$ cat config.mk
export PLATFORM = sky130hd
export DESIGN_NAME = cla_pipe_adder
export DESIGN_NICKNAME = d
export VERILOG_FILES = /design/src/rtl/cla_pipe_adder.sv
export SDC_FILE = /design/constraint.sdc
export NUM_CORES = 1
export LEC_CHECK = 0
export BUFFER_PORTS_ARGS = -buffer_cell sky130_fd_sc_hd__clkbuf_2
export CAP_MARGIN = 20
export CORE_MARGIN = 2
export CORE_UTILIZATION = 41
export DETAILED_ROUTE_END_ITERATION = 16
export GPL_TIMING_DRIVEN = 0
export PLACE_DENSITY = 0.74
export SETUP_SLACK_MARGIN = 0.1
export SLEW_MARGIN = 40
export SYNTH_ARGS = -nofsm -noshare
export SYNTH_HDL_FRONTEND = slang
export SYNTH_SLANG_ARGS = --single-unit
$ cat constraint.sdc
create_clock -name i_clk -period 2.8 [get_ports i_clk]
set_clock_uncertainty 0.1 [all_clocks]
set_input_delay 0.28 -clock i_clk [delete_from_list [all_inputs] [get_ports i_clk]]
set_output_delay 0.28 -clock i_clk [all_outputs]
set_load 0.01 [all_outputs]
$ cat src/rtl/cla_pipe_adder.sv
// ---------------------------------------------------------------------------
// cla_pipe_adder
//   Parametrised, pipelined carry-lookahead adder. Adds two WIDTH-bit unsigned
//   operands plus a carry-in and produces {carry_out, sum} with the signed
//   overflow flag of the WIDTH-bit sum. Operands are split into GROUP-bit
//   lookahead groups; the inter-group carry chain is spread over STAGES
//   register stages, and each stage resolves a contiguous run of groups.
//   A valid/ready handshake sits on both ends. The pipe has no skid buffer,
//   so o_ready is combinational from i_ready.
//
// Parameters
//   WIDTH   operand width in bits (>= 2)
//   GROUP   bits per lookahead group (last group may be partial)
//   STAGES  register stages, 1..ceil(WIDTH/GROUP); equals latency in cycles
//
// Optional feature
//   CLA_SUB_EN  when defined, adds i_sub. With i_sub=1 the B operand is
//               inverted and the carry-in is inverted: A + ~B + ~i_cin.
//
// Ports
//   i_clk     in   clock, rising edge
//   i_rst_n   in   asynchronous active-low reset
//   i_valid   in   operand beat valid
//   o_ready   out  adder can accept a beat this cycle
//   i_add1    in   operand A [WIDTH-1:0]
//   i_add2    in   operand B [WIDTH-1:0]
//   i_cin     in   carry-in
//   i_sub     in   subtract select (CLA_SUB_EN only)
//   o_valid   out  result beat valid
//   i_ready   in   downstream accepts result
//   o_result  out  {carry_out, sum} [WIDTH:0]
//   o_ovf     out  signed overflow of the WIDTH-bit sum
// ---------------------------------------------------------------------------
module cla_pipe_adder #(
  parameter int WIDTH  = 13,
  parameter int GROUP  = 4,
  parameter int STAGES = 2
) (
  input  logic             i_clk,
  input  logic             i_rst_n,
  input  logic             i_valid,
  output logic             o_ready,
  input  logic [WIDTH-1:0] i_add1,
  input  logic [WIDTH-1:0] i_add2,
  input  logic             i_cin,
`ifdef CLA_SUB_EN
  input  logic             i_sub,
`endif
  output logic             o_valid,
  input  logic             i_ready,
  output logic [WIDTH:0]   o_result,
  output logic             o_ovf
);

  localparam int NGRP  = (WIDTH + GROUP - 1) / GROUP;
  localparam int LAST  = STAGES - 1;
  // Operand registers only exist between stages; keep at least one entry so
  // the array stays legal for a single-stage build.
  localparam int NOPS  = (STAGES > 1) ? STAGES - 1 : 1;
  localparam int GBASE = NGRP / STAGES;
  localparam int GREM  = NGRP % STAGES;

  // First group owned by stage k. Groups are split evenly and the earliest
  // stages each take one extra group until the remainder is used up, so
  // grp_lo(STAGES) == NGRP.
  function automatic int grp_lo(input int k);
    return k * GBASE + ((k < GREM) ? k : GREM);
  endfunction

  // Per-stage state: valid bit, partial sum, carry into the next unresolved
  // group, and the carry into the MSB (needed for the overflow flag).
  logic [STAGES-1:0] v_q;
  logic [WIDTH-1:0]  s_q [STAGES];
  logic [STAGES-1:0] c_q;
  logic [STAGES-1:0] m_q;
  logic [WIDTH-1:0]  a_q [NOPS];
  logic [WIDTH-1:0]  b_q [NOPS];

  logic [WIDTH-1:0]  a0;
  logic [WIDTH-1:0]  b0;
  logic              c0;

  logic [STAGES-1:0] rdy;
  logic [STAGES-1:0] in_v;
  logic [WIDTH-1:0]  a_in [STAGES];
  logic [WIDTH-1:0]  b_in [STAGES];
  logic [WIDTH-1:0]  s_nx [STAGES];
  logic [STAGES-1:0] c_nx;
  logic [STAGES-1:0] m_nx;

  // Subtraction is folded into the operands before the first stage, so the
  // rest of the pipe only ever adds. i_sub is therefore captured together
  // with the operands at input transfer.
  always_comb begin
    a0 = i_add1;
`ifdef CLA_SUB_EN
    b0 = i_sub ? ~i_add2 : i_add2;
    c0 = i_cin ^ i_sub;
`else
    b0 = i_add2;
    c0 = i_cin;
`endif
  end

  // Handshake chain, resolved from the output end backwards. A stage can
  // load when it is empty or when its current contents move on this cycle;
  // ~v | (v & next_ready) reduces to ~v | next_ready.
  always_comb begin
    rdy  = '0;
    in_v = '0;
    for (int k = LAST; k >= 0; k--) begin
      if (k == LAST) rdy[k] = ~v_q[k] | i_ready;
      else           rdy[k] = ~v_q[k] | rdy[(k < LAST) ? k + 1 : LAST];
      in_v[k] = (k == 0) ? i_valid : v_q[(k > 0) ? k - 1 : 0];
    end
  end

  // Datapath. For each stage: bit generate/propagate, group G/P by
  // lookahead, carries across the stage's groups from group G/P, then the
  // sum bits of those groups from each group's carry-in. Bits owned by other
  // stages pass through unchanged.
  always_comb begin : p_sum
    logic [WIDTH-1:0] gen;
    logic [WIDTH-1:0] prp;
    logic [WIDTH-1:0] sum;
    logic [NGRP-1:0]  grp_g;
    logic [NGRP-1:0]  grp_p;
    logic [NGRP-1:0]  grp_c;
    logic             carry;
    logic             cb;
    logic             msb;
    int               lo;
    int               hi;

    c_nx = '0;
    m_nx = '0;
    for (int k = 0; k < STAGES; k++) begin
      a_in[k] = '0;
      b_in[k] = '0;
      s_nx[k] = '0;
    end

    for (int k = 0; k < STAGES; k++) begin
      lo = grp_lo(k);
      hi = grp_lo(k + 1);

      if (k == 0) begin
        a_in[k] = a0;
        b_in[k] = b0;
        sum     = '0;
        carry   = c0;
        msb     = 1'b0;
      end else begin
        a_in[k] = a_q[k - 1];
        b_in[k] = b_q[k - 1];
        sum     = s_q[k - 1];
        carry   = c_q[k - 1];
        msb     = m_q[k - 1];
      end

      gen   = a_in[k] & b_in[k];
      prp   = a_in[k] ^ b_in[k];
      grp_g = '0;
      grp_p = '1;
      for (int i = 0; i < WIDTH; i++) begin
        grp_g[i / GROUP] = gen[i] | (prp[i] & grp_g[i / GROUP]);
        grp_p[i / GROUP] = prp[i] & grp_p[i / GROUP];
      end

      grp_c = '0;
      for (int g = 0; g < NGRP; g++) begin
        if (g >= lo && g < hi) begin
          grp_c[g] = carry;
          carry    = grp_g[g] | (grp_p[g] & carry);
        end
      end

      cb = 1'b0;
      for (int i = 0; i < WIDTH; i++) begin
        if ((i / GROUP) >= lo && (i / GROUP) < hi) begin
          if ((i % GROUP) == 0) cb = grp_c[i / GROUP];
          sum[i] = prp[i] ^ cb;
          if (i == WIDTH - 1) msb = cb;
          cb = gen[i] | (prp[i] & cb);
        end
      end

      s_nx[k] = sum;
      c_nx[k] = carry;
      m_nx[k] = msb;
    end
  end

  // Stage registers. Data only loads alongside a real beat, so an empty
  // stage keeps its old contents and o_result holds its last value when the
  // pipe drains.
  always_ff @(posedge i_clk or negedge i_rst_n) begin
    if (!i_rst_n) begin
      v_q <= '0;
      c_q <= '0;
      m_q <= '0;
      for (int k = 0; k < STAGES; k++) s_q[k] <= '0;
      for (int j = 0; j < NOPS; j++) begin
        a_q[j] <= '0;
        b_q[j] <= '0;
      end
    end else begin
      for (int k = 0; k < STAGES; k++) begin
        if (rdy[k]) v_q[k] <= in_v[k];
        if (rdy[k] && in_v[k]) begin
          s_q[k] <= s_nx[k];
          c_q[k] <= c_nx[k];
          m_q[k] <= m_nx[k];
        end
      end
      for (int j = 0; j < NOPS; j++) begin
        if (STAGES > 1 && rdy[j] && in_v[j]) begin
          a_q[j] <= a_in[j];
          b_q[j] <= b_in[j];
        end
      end
    end
  end

  assign o_ready  = rdy[0];
  assign o_valid  = v_q[LAST];
  assign o_result = {c_q[LAST], s_q[LAST]};
  // Overflow is the carry out of the MSB disagreeing with the carry into it.
  assign o_ovf    = c_q[LAST] ^ m_q[LAST];

endmodule

# == Yosys cells after proc, flatten, opt, wreduce, memory -nomap -nowiden ==
# Cells that the tools add are included.
# classes
addsub,0
mul,0
n_div,0
order_cmp,0
eq_ne,0
shift,0
mux,0
bitwise,75
n_reduce_logical,2
# op_table
operator,n
bitwise AND 1 bit,31
OR 1 bit,24
bitwise XOR 1 bit,14
bitwise AND 13 bit,1
bitwise XOR 13 bit,1
bitwise AND 8 bit,1
bitwise XOR 8 bit,1
logical AND 1 bit,2
inverter 1 bit,2
# totals
regBits,52
latchBits,0
mem_bits_rw,0
rom_bits,0
input_bits,31
word_cells,86
memories,0

# == Longest topological paths before layout ==
# logic_depth
ltp_word,15
depth_mapped,9
depth_no_buf,9

# == Least setup slack after synthesis ==
# Ideal clock, no wire load.
# synth_path
path_type,input to register
start,input port i_add1[0]
end,register s_q (netlist bit p_sum.sum[6])
setup_time_ps,125
arrival_ps,2402
required_ps,2575
slack_ps,174
path_stages,8
cell_sequence,ha_1 > a21o_1 > a21oi_1 > o21ai_0 > fa_1 > fa_1 > fa_1 > mux2_2
# synth_lines
element,line_no,text
"start, declared",43,"input logic [WIDTH-1:0] i_add1,"
"end signal, assigned by index",211,s_q[k] <= s_nx[k];
"end, declared",73,logic [WIDTH-1:0] s_q [STAGES];

==> key figures <==
Placement
  – Port Buffers: between 40 and 50
  – Post-DP HPWL: around 2500 µm
  – RePlAce Congestion: 0.695

Synth
  – Async set-reset flop share out of synthesis: 100%
  – Post-synth top area cell: dfrtp_1
  – Post-Syn Instances: 140
  – EDFF count, synth: 0
  – Yosys reg bits: 36
  – Yosys cell types: 23
  – Share of the synthesized area in the top cell type: roughly 48%
  – Synth Flop Type: dfrtp_1
  – Synth top area cells: dfrtp_1, mux2_2, fa_1, ha_1, a21oi_1
  – Syn avg cell area: between 10 and 15 µm²
  – Post-synthesis sequential area ratio: between 40% and 50%
  – Syn Std Cell Area: 1880 µm²
  – Synth Net Count: around 190
  – Ys Warns: 0

Die
  – Overall die width: around 72 µm
  – Row cnt: 24
  – Initial Util: between 40% and 50%
  – IO Pins: 48
  – Core area: 4380 µm²
  – Chip height: about 72 µm
  – DIE AREA: roughly 5200 µm²

Critical path
  – Buffers & Inverters on Critical Path: 1
  – Critical Path RT: about 2.9 ns
  – CP Capture Type: flip-flop
  – Critical path class: in2reg
  – Slowest CP cell: fa_1
  – Setup crit start kind: primary input
  – Crit-path most repeated cell: fa_1
  – Crit-path max cell delay: 0.44 ns
  – Critical Path AT: about 2.6 ns
  – Critical path peak fanout: 2
  – CP top delay family: adder cells
  – CP Cell Sequence: clkbuf_2, ha_1, a21o_1, a21oi_1, o21ai_0, fa_1, fa_1, fa_1, mux2_2

Timing
  – Worst-margin pin slew: around 0.48 ns
  – Relative slew slack: 68.0%
  – RSZ-0062 raised after global routing: false
  – Final Max Tran Viols: 0
  – Crit share post-route: approximately nine tenths
  – Fmax: ~400 MHz
  – Final setup viols: 0
  – TNS Setup: 0 ns
  – Post-layout min period: 2.57 ns
  – Worst hold slack: about 0.12 ns
  – Final hold violations: 0

Clock network
  – Root buf cell: clkbuf_8
  – Clock sink total: 36
  – Clk pin slew, worst setup/hold paths: 0.07 ns
  – Clk buf depth: 2
  – TritonCTS clock tree: yes
  – Clock latency on the worst-skew pair: about 0.28 ns
  – H-tree depth: 2
  – Post-CTS setup buffers: 0
  – Post-cts sizing count: 0
  – TritonCTS buffer count: 5

Detailed routing
  – DRC viols: 0
  – Post-Route WL: between 3000 and 4000 µm
  – Pre-antenna DRT Iters: 4
  – Initial DRC count: 50
  – Post-route ant nets: 0
  – Mean routed wirelength per cell: ~13 µm
  – Vias per cell: approximately 5
  – DR vias: ~1200

Global route
  – GRT Total Usage: between 10 and 15%
  – Global-route wire length before repair: 5390 µm
  – GRT Residual Overflow: 0
  – Initial antenna violation count: 0
  – Vias in the first global route: approximately 1200
  – Largest net degree at the start of global routing: 37

Layout
  – Storage cell area: around 900 µm²
  – Multi-input logic area: 912 µm²
  – Share of layout cells above drive strength 1: a little under half
  – Fill cell count: a little under 400
  – Diodes inserted: 0
  – Final core occ: roughly 52%
  – Final #Nets: 248
  – Area grow syn2layout: 21.7%

Pwr
  – Leak: ~1.1 nW
  – Max VDD drop: 242 µV
  – P per Cell Area: about 700 nW/µm²

Status
  – Outcome: finished clean

Hold path
  – Hold/Removal Path Class: in2reg

Flow run
  – Max Cap Viol: 0
[area by class of cell]
type	instances	area share, %
clock buffer	7	4.20
buffer	4	1.80
timing repair buffer	48	10.8
inverter	8	1.31
sequential	36	39.3
tap	52	2.84
multi-input combinational	92	39.8
[cells in the final DEF, fill, tap and decap left out, types with 2 or more instances in the layout]
master / netlist / final
a21oi_1: 8 / 8
fa_1: 10 / 10
mux2_2: 28 / 28
buf_6: 3 / 3
inv_1: 8 / 8
dfrtp_1: 36 / 36
o21ai_0: 8 / 8
nor3_1: 2 / 2
nor2_1: 2 / 2
clkbuf_2: 0 / 46
clkbuf_8: 0 / 7
nand2_1: 8 / 8
xnor2_1: 3 / 3
ha_1: 12 / 12
a21o_1: 2 / 2
[repair_timing]
item                       CTS  global route
hold buffers                 1             0
hold endpoints to repair    36             0
setup endpoints to repair    0             0
[where the power goes]
part	total [mW]	switching (mW)	internal, mW
Sequential	0.754	0.0854	0.669
Combinational	0.512	0.235	0.276
Clock	0.388	0.169	0.219
[synthesized netlist by cell type, drive strengths merged (3+ instances only)]
master / count
dfrtp: 36
o21ai: 8
inv: 8
nand2: 10
ha: 12
a21oi: 8
mux2: 28
xnor2: 3
fa: 10
buf: 4
[cells by family after synthesis]
family	synth area share [%]
DFF	47.8
muxes	16.7
adders and majority gates	18.6
AOI/OAI and AO/OA	5.51
and+or+nand+nor	5.71
buffers and inverters	3.78
xor gates and xnor gates	1.86
[routing by layer]
metal / global-route usage [%] / wire, µm
met1: 18.9 / 1390
met2: 19.8 / 1410
met3: 4.78 / 226
met4: 7.55 / 61
met5: 0 / 0
[per-stage QoR]
stage               power, mW  cells  setup slack, ns  cell area [µm²]
global placement         1.27    239          -0.0780             2180
finish                   1.65    247            0.234             2290
CTS                      1.69    247            0.224             2290
global route             1.79    247            0.133             2290
detailed placement       1.29    239          -0.0842             2190
floorplan                1.08    140            0.174             1880
[state kept, by name, indices dropped and copies added (netlist names)]
signal,count
o_result,13
p_sum.sum,8
a_q,5
b_q,5
c_q,2
v_q,2
m_q,1
[worst paths after layout]
check	start	to	slack, ns	cells after the start
worst max-delay path	i_add1[0]	p_sum.sum[6]	0.23	9
worst min-delay path	i_add1[9]	a_q[9]	0.12	2
worst max register to register	a_q[8]	o_result[12]	0.64	7
worst min register to register	p_sum.sum[0]	p_sum.sum[0]	0.38	2
max in group asynchronous	i_rst_n	o_result[7]	1.85	2
min in group asynchronous	i_rst_n	o_result[11]	0.41	2
(Power assumes the default switching activity.)
